==> src/rtl/sdp_y_alu_op_pkg.sv <==
// Shared constants and types for the SDP Y-path ALU operand packer.
// ELEM_W : width of one ALU operand element
// LANES  : elements per packed word
// WORD_W : packed word width (ELEM_W * LANES)
// DEPTH  : output buffer depth in words
package sdp_y_alu_op_pkg;

  localparam int ELEM_W     = 16;
  localparam int LANES      = 8;
  localparam int WORD_W     = 128;
  localparam int DEPTH      = 2;
  localparam int LANE_IDX_W = 3;
  localparam int CNT_W      = 2;

  typedef logic [LANE_IDX_W-1:0] lane_idx_t;
  typedef logic [CNT_W-1:0]      fifo_cnt_t;
  typedef logic [WORD_W-1:0]     word_t;
  typedef logic [ELEM_W-1:0]     elem_t;

endpackage

==> src/rtl/sdp_y_alu_op_pack_if.sv <==
// Element-in / word-out bus of the ALU operand packer.
// alu_in_*          : element stream (valid/ready, data, end-of-word marker)
// chn_alu_op_rsc_*  : packed word stream (z data, vz valid, lz consumer load)
// slave  : packer side
// master : producer/consumer side
interface sdp_y_alu_op_pack_if;
  import sdp_y_alu_op_pkg::*;

  logic  alu_in_pvld;
  logic  alu_in_prdy;
  elem_t alu_in_pd;
  logic  alu_in_last;
  word_t chn_alu_op_rsc_z;
  logic  chn_alu_op_rsc_vz;
  logic  chn_alu_op_rsc_lz;

  modport slave (
    input  alu_in_pvld,
    input  alu_in_pd,
    input  alu_in_last,
    input  chn_alu_op_rsc_lz,
    output alu_in_prdy,
    output chn_alu_op_rsc_z,
    output chn_alu_op_rsc_vz
  );

  modport master (
    output alu_in_pvld,
    output alu_in_pd,
    output alu_in_last,
    output chn_alu_op_rsc_lz,
    input  alu_in_prdy,
    input  chn_alu_op_rsc_z,
    input  chn_alu_op_rsc_vz
  );

endinterface

==> src/rtl/sdp_y_alu_op_fifo2.sv <==
// Two-entry word buffer for the ALU operand packer.
// clk, rst  : clock, synchronous active-high reset
// push/wr_data : write one word (caller guarantees count < DEPTH)
// pop       : drop the head word (caller guarantees count != 0)
// rd_data   : head word, held stable until popped
// count     : number of stored words (0..2)
module sdp_y_alu_op_fifo2
  import sdp_y_alu_op_pkg::*;
(
  input  logic      clk,
  input  logic      rst,
  input  logic      push,
  input  logic      pop,
  input  word_t     wr_data,
  output word_t     rd_data,
  output fifo_cnt_t count
);

  word_t     mem [DEPTH];
  logic      wr_ptr;
  logic      rd_ptr;
  fifo_cnt_t cnt_q;

  always_ff @(posedge clk) begin
    if (rst) begin
      wr_ptr <= 1'b0;
      rd_ptr <= 1'b0;
      cnt_q  <= '0;
      for (int i = 0; i < DEPTH; i++) begin
        mem[i] <= '0;
      end
    end else begin
      if (push) begin
        mem[wr_ptr] <= wr_data;
        wr_ptr      <= ~wr_ptr;
      end
      if (pop) begin
        rd_ptr <= ~rd_ptr;
      end
      // push and pop together leave the occupancy unchanged
      case ({push, pop})
        2'b10:   cnt_q <= cnt_q + fifo_cnt_t'(1);
        2'b01:   cnt_q <= cnt_q - fifo_cnt_t'(1);
        default: cnt_q <= cnt_q;
      endcase
    end
  end

  assign rd_data = mem[rd_ptr];
  assign count   = cnt_q;

endmodule

==> src/rtl/sdp_y_alu_op_pack.sv <==
// ALU operand packer: collects 16-bit elements into 128-bit words
// (element k of a word in bits [16k+15:16k]) and buffers up to two
// finished words for the downstream consumer.
// nvdla_core_clk : clock
// nvdla_core_rst : synchronous active-high reset
// bus            : element input and packed word output (slave side)
// pack_idle      : no partial word assembled and buffer empty
module sdp_y_alu_op_pack
  import sdp_y_alu_op_pkg::*;
(
  input  logic                nvdla_core_clk,
  input  logic                nvdla_core_rst,
  sdp_y_alu_op_pack_if.slave  bus,
  output logic                pack_idle
);

  lane_idx_t lane_idx;
  word_t     asm_q;
  word_t     merged;
  fifo_cnt_t fifo_count;
  logic      accept;
  logic      word_done;
  logic      pop;

  // Ready depends only on the registered occupancy, so there is no path
  // from the consumer load back to the element ready.
  assign bus.alu_in_prdy       = (fifo_count < fifo_cnt_t'(DEPTH));
  assign bus.chn_alu_op_rsc_vz = (fifo_count != '0);

  assign accept    = bus.alu_in_pvld && bus.alu_in_prdy && !nvdla_core_rst;
  assign word_done = accept &&
                     ((lane_idx == lane_idx_t'(LANES - 1)) || bus.alu_in_last);
  assign pop       = bus.chn_alu_op_rsc_vz && bus.chn_alu_op_rsc_lz && !nvdla_core_rst;

  // Lanes above the current one are still zero in asm_q, so a word closed
  // early by alu_in_last comes out zero-filled without extra masking.
  always_comb begin
    merged = asm_q;
    for (int k = 0; k < LANES; k++) begin
      if (lane_idx == lane_idx_t'(k)) begin
        merged[k*ELEM_W +: ELEM_W] = bus.alu_in_pd;
      end
    end
  end

  always_ff @(posedge nvdla_core_clk) begin
    if (nvdla_core_rst) begin
      lane_idx <= '0;
      asm_q    <= '0;
    end else if (word_done) begin
      lane_idx <= '0;
      asm_q    <= '0;
    end else if (accept) begin
      lane_idx <= lane_idx + lane_idx_t'(1);
      asm_q    <= merged;
    end
  end

  sdp_y_alu_op_fifo2 u_fifo (
    .clk     (nvdla_core_clk),
    .rst     (nvdla_core_rst),
    .push    (word_done),
    .pop     (pop),
    .wr_data (merged),
    .rd_data (bus.chn_alu_op_rsc_z),
    .count   (fifo_count)
  );

  assign pack_idle = (lane_idx == '0) && (fifo_count == '0);

endmodule
==> src/flat_wrapper.sv <==
// flat-port wrapper written by rule: the top's interface ports become plain ports
module sdp_y_alu_op_pack_flat import sdp_y_alu_op_pkg::*;
  (nvdla_core_clk, nvdla_core_rst, pack_idle, bus_alu_in_pvld, bus_alu_in_pd, bus_alu_in_last, bus_chn_alu_op_rsc_lz, bus_alu_in_prdy, bus_chn_alu_op_rsc_z, bus_chn_alu_op_rsc_vz);
  sdp_y_alu_op_pack_if bus_i ();
  input  logic nvdla_core_clk;
  input  logic nvdla_core_rst;
  output logic pack_idle;
  input wire logic [$bits(bus_i.alu_in_pvld)-1:0] bus_alu_in_pvld;
  input wire logic [$bits(bus_i.alu_in_pd)-1:0] bus_alu_in_pd;
  input wire logic [$bits(bus_i.alu_in_last)-1:0] bus_alu_in_last;
  input wire logic [$bits(bus_i.chn_alu_op_rsc_lz)-1:0] bus_chn_alu_op_rsc_lz;
  output wire logic [$bits(bus_i.alu_in_prdy)-1:0] bus_alu_in_prdy;
  output wire logic [$bits(bus_i.chn_alu_op_rsc_z)-1:0] bus_chn_alu_op_rsc_z;
  output wire logic [$bits(bus_i.chn_alu_op_rsc_vz)-1:0] bus_chn_alu_op_rsc_vz;
  assign bus_i.alu_in_pvld = bus_alu_in_pvld;
  assign bus_i.alu_in_pd = bus_alu_in_pd;
  assign bus_i.alu_in_last = bus_alu_in_last;
  assign bus_i.chn_alu_op_rsc_lz = bus_chn_alu_op_rsc_lz;
  assign bus_alu_in_prdy = bus_i.alu_in_prdy;
  assign bus_chn_alu_op_rsc_z = bus_i.chn_alu_op_rsc_z;
  assign bus_chn_alu_op_rsc_vz = bus_i.chn_alu_op_rsc_vz;
  sdp_y_alu_op_pack u_core (.nvdla_core_clk(nvdla_core_clk), .nvdla_core_rst(nvdla_core_rst), .bus(bus_i), .pack_idle(pack_idle));
endmodule
==> config.mk <==
export PLATFORM = sky130hd
export DESIGN_NAME = sdp_y_alu_op_pack_flat
export DESIGN_NICKNAME = d
export VERILOG_FILES = /design/src/rtl/sdp_y_alu_op_pkg.sv /design/src/rtl/sdp_y_alu_op_pack_if.sv /design/src/rtl/sdp_y_alu_op_fifo2.sv /design/src/rtl/sdp_y_alu_op_pack.sv /design/src/flat_wrapper.sv
export SDC_FILE = /design/constraint.sdc
export NUM_CORES = 1
export LEC_CHECK = 0
export BUFFER_PORTS_ARGS = -buffer_cell sky130_fd_sc_hd__buf_2
export CAP_MARGIN = 20
export CORE_UTILIZATION = 50
export DETAILED_ROUTE_END_ITERATION = 8
export GPL_TIMING_DRIVEN = 0
export PLACE_DENSITY = 0.65
export RECOVER_POWER = 50
export SLEW_MARGIN = 5
export SYNTH_ARGS = -nofsm -noshare
export SYNTH_HDL_FRONTEND = slang
export SYNTH_SLANG_ARGS = --single-unit
==> constraint.sdc <==
create_clock -name nvdla_core_clk -period 10.25 [get_ports nvdla_core_clk]
set_input_delay 1.025 -clock nvdla_core_clk [delete_from_list [all_inputs] [get_ports nvdla_core_clk]]
set_output_delay 1.025 -clock nvdla_core_clk [all_outputs]
set_load 0.05 [all_outputs]
Word-level counts from Yosys, hierarchy flattened
Memory sizes are Yosys's and may differ from the RTL's. A register that Yosys moved wholly into a read port is not among the register bits.
Cells that the tools add are included.

storage, ports and cells
  bits in registers = 135
  bits in writable memories = 256
  bits of input ports = 21
  output and inout bits = 131
  word-level logic and storage cells = 54
  memories kept = 1

memories
  name               words  bits a word  read ports  clocked after Yosys merged registers in  write ports  line                      RTL
  u_core.u_fifo.mem  2      128          1           1                                        2            sdp_y_alu_op_fifo2.sv:19  word_t mem [DEPTH];

operators by class
  add/sub/neg operators = 3
  $lt $le $gt $ge = 1
  equal/unequal tests = 9
  mux-type cells = 19
  bitwise logic cells = 2
  reduce and logical (&&, ||, !) cells = 14

operator list
  operator                                           count
  2-to-1 mux 128 bit                                 1
  2-to-1 mux 16 bit                                  8
  OR reduction 128 bit                               1
  == test 3 bit, second input constant               4
  2-to-1 mux 1 bit                                   9
  == test 3 x 2 -> 1 bit, second input constant      2
  logical AND 1 bit                                  6
  case mux 2 bit (2 select lines)                    1
  nonzero test 2 bit                                 2
  adder 3 x 1 -> 3 bit, second input constant        1
  == test 3 x 1 -> 1 bit, second input constant      1
  zero test 3 bit                                    1
  adder 2 x 1 -> 2 bit, second input constant        1
  == test 2 x 1 -> 1 bit, second input constant      1
  == test 2 bit, second input constant               1
  zero test 2 bit                                    1
  less-than comparator 2 bit, second input constant  1
  NOT 1 bit                                          2
  OR reduction 2 bit                                 1
  subtractor 2 x 1 -> 2 bit, second input constant   1
  zero test 1 bit                                    1
  logical OR 1 bit                                   1

Logic depth before layout (Yosys ltp)
  depth after elaboration = 9
  depth in mapped cells = 9
  depth with buffers taken out = 7

Cells and area by module
Synthesis repeated with hierarchy kept, for this count alone.

second synthesis, totals
  cell total of the unflattened synthesis = 1635
  area total of the unflattened synthesis = 18878.1 um^2

modules (own cells, without submodules)
  module              times used  cells each  area each (um^2)  sequential area each (um^2)
  sdp_y_alu_op_fifo2  1           847         11488.5           7787.5
  sdp_y_alu_op_pack   1           788         7389.6            2622.5

Worst setup path after synthesis
OpenSTA, ideal clock, no wires.

  path kind = input-to-reg
  from = in nvdla_core_rst
  to = mem u_core.u_fifo.mem[0][0] in the netlist's numbering, enable pin
  library setup time = 0.509 ns
  arrival = 4.993 ns
  data required time = 9.741 ns
  setup slack = 4.747 ns
  cell stages on the path = 5
  buffers on the path = 2
  cell sequence = buf_2 nor3b_4 or3b_1 buf_4 nand2b_1

RTL lines
  item             line                      RTL
  start, declared  flat_wrapper.sv:6         input logic nvdla_core_rst;
  end, declared    sdp_y_alu_op_fifo2.sv:19

==> flow_metrics.tcl <==
set metrics [dict create \
    status "finished, violations left" \
    violations "capacitance limit, slew limit" \
    die_w_um 191.0 \
    htreeDepth 2 \
    yosysWarnings 0 \
    relSlewSlack -0.1775 \
    synth_area_mm2 0.01786 \
    ctsResizeCount 0 \
    drtAntennaViolNets 0 \
    finalWeightedCongestion 0.8350 \
    fin_tns_setup_ns 0 \
    insertedDiodeCount 0 \
    path_delay_family "simple AND/OR/NAND/NOR gates" \
    grt_max_degree 57 \
    final_cells 2211 \
    cp_max_fo 55 \
    arrival_ns 4.95 \
    synth.distinct_cells 33 \
    multi_input_area_mm2 0.006794 \
    ir_drop_mv 0.1387 \
    max_freq_ghz 0.2121 \
    fill_cells 2972 \
    cts_num_sinks 392 \
    syn_to_final_growth_pct 15.33 \
    port_buffers 150 \
    clk_latency_ns 0.54 \
    numCtsBuffers 42 \
    yosys_register_bits 392 \
    synth-edff-count 256 \
    ys_async_sr_fraction 0 \
    ctsHoldBuffers 0 \
    syn_avg_cell_area_um2 11.81 \
    wl_per_cell_um 21.37 \
    whs_ns 0.4541 \
    final_core_util 0.5906 \
    slew_violations 64 \
    num_vias 12240 \
    post-route-min-period_ns 4.715 \
    grt_antenna_before_repair 0 \
    clk_path_buf_depth 3 \
    first_iter_violations 1003 \
    cpMostUsedCell "clkbuf_1" \
    core_area_mm2 0.03488 \
    seqCellArea_mm2 0.01041 \
    cts_tree "built" \
    path_cells "ha_1 > ha_1 > clkbuf_1 > nor2_1 > clkbuf_1 > or3b_1 > clkbuf_1 > nand2b_1 > buf_16" \
    drv_cap 3 \
    hold_class "register to register" \
    synthCells 1512 \
    critPathLaunchType "register" \
    post_cts.repair.setup_buffers 0 \
    synth_fp_nets 1540 \
    die-area_mm2 0.03648 \
    grt-ovfl-total 0 \
    start_util 0.5121 \
    required_ns 10.49 \
    finalHoldViolations 0 \
    end_kind "register" \
    critical_path_class "register to register" \
    rows 68 \
    ios 152 \
    dr.pass1.iters 5 \
    crit_path_max_incr_delay_ns 1.04 \
    p_leak_uw 0.008093 \
    layout-drive-gt1-share 0.2136 \
    place_ws_ns 6.789 \
    synthFlopType "edfxtp_1" \
    cp_slowest_cell "nand2b_1" \
    die_h_um 191.0 \
    setup_ws_ns 5.535 \
    period_share 0.4600 \
    cts_root_buffer "clkbuf_16" \
    avgViaCountPerCell 5.538 \
    rsz0062_at_grt "no" \
    dp.cells 2133 \
    setup_viol 0 \
    critPathBufInv 4 \
    grt_first_pass_wirelength_um 70300 \
    grt_pass1_vias 11810 \
    clk_pin_slew_ns 0.06 \
    seq_area_frac_synth 0.5828 \
    tightest_slew_ns 1.766 \
    fin_worst_skew_ns 0.01787 \
    drcViolationCount 0 \
    grt_use_total 0.2592 \
    final_nets 1750 \
    place_hpwl_um 31660 \
    wl_um 47250 \
    power_density_mw_per_mm2 181.4 \
]
[routing by layer]
layer  vias up  GRT usage  part of all wire
li1       5685          -                 -
met1      6078     0.3728              0.45
met2       411     0.4068              0.46
met3        70    0.03874             0.066
met4         0    0.06954             0.022
met5         -          0                 0
[placed cells by master (no fill, tap or decap), types with 2 or more instances in the layout]
master     instances
edfxtp_1         256
nor2_1           255
mux2i_1          226
buf_2            168
clkbuf_1         136
dfxtp_1          136
mux2_2           128
nor2b_1          118
o21ai_0          115
nand2_1           67
clkbuf_16         46
a21oi_1           33
nor2_4             9
clkinv_2           8
ha_1               7
nand3_1            6
clkbuf_8           5
inv_1              4
nand2b_1           4
buf_16             4
and3_1             2
nor4bb_1           2
nand4bb_1          2
xnor2_1            2
xor2_1             2
bufinv_16          2
clkinv_1           2
[synth_stat cells, types with 2 or more instances]
cell type,instances,share of area
a21oi_1,33,0.0092
and3_1,2,0.00070
buf_2,38,0.011
buf_6,12,0.0076
clkbuf_1,77,0.016
dfxtp_1,136,0.15
edfxtp_1,256,0.43
ha_1,7,0.0049
inv_1,4,0.00084
mux2_2,128,0.081
mux2i_1,226,0.13
nand2_1,67,0.014
nand2b_1,4,0.0014
nand3_1,6,0.0017
nand4bb_1,2,0.0013
nor2_1,254,0.053
nor2_2,2,0.00070
nor2_4,9,0.0057
nor2b_1,118,0.041
nor4bb_1,2,0.0011
o21ai_0,115,0.032
xnor2_1,2,0.00098
xor2_1,2,0.00098
[through the flow]
step,instance area [um2],power (uW)
after floorplan,17860,2125
after global placement,19180,2258
after detailed placement,19390,2259
after CTS,20780,3765
after global routing,20600,3846
final,20600,3737
[worst reg2reg max path, cell delays in order (launching register included)]
cell      delay (ns)
dfxtp_1         0.35
ha_1            0.24
ha_1            0.21
clkbuf_1        0.29
nor2_1          0.53
clkbuf_1        0.46
or3b_1          0.22
clkbuf_1        0.44
nand2b_1        1.05
buf_16          0.57
[flip-flops by register name (all words and copies together), names as in the netlist, named ones only]
| name | flops |
|---|---|
| u_core.lane_idx | 3 |
| u_core.u_fifo.mem | 256 |
| u_core.u_fifo.rd_ptr | 1 |
| u_core.u_fifo.count | 2 |
| u_core.asm_q | 128 |
| u_core.u_fifo.wr_ptr | 1 |
[report_power, final]
group | total [uW] | switching [uW] | internal [uW]
Sequential | 1750 | 13.9 | 1730
Clock | 1520 | 611 | 906
Combinational | 473 | 354 | 119
[kinds of logic after synthesis]
| kind of cell | count (synthesis) | synth area share |
|---|---|---|
| AOI/OAI and AO/OA | 150 | 0.04231 |
| xor gates and xnor gates | 4 | 0.001962 |
| adders and majority gates | 7 | 0.004903 |
| buffers and inverters | 134 | 0.03670 |
| DFF | 392 | 0.5828 |
| muxes | 354 | 0.2073 |
| and+or+nand+nor | 471 | 0.1240 |
[cell type report]
cell class,instances,share of cell area
multi-input cells,986,0.3298
clock buffers,65,0.06177
well taps,455,0.02763
plain buffers,130,0.02527
inverters,4,0.0007288
flip-flops and latches,392,0.5053
repair buffers,166,0.04385
clock inverters,13,0.005648
[worst paths after layout]
| check | startpoint | endpoint | slack [ns] | depth (start not counted) |
|---|---|---|---|---|
| worst min register to register | u_core.asm_q[61] | u_core.asm_q[61] | 0.45 | 2 |
| worst max register to register | u_core.lane_idx[0] | u_core.u_fifo.mem[0][32] | 5.53 | 9 |
| worst max-delay path | u_core.lane_idx[0] | u_core.u_fifo.mem[0][32] | 5.53 | 9 |
| worst min-delay path | u_core.asm_q[61] | u_core.asm_q[61] | 0.45 | 2 |
Note: power is estimated with default switching activity, not from simulation.
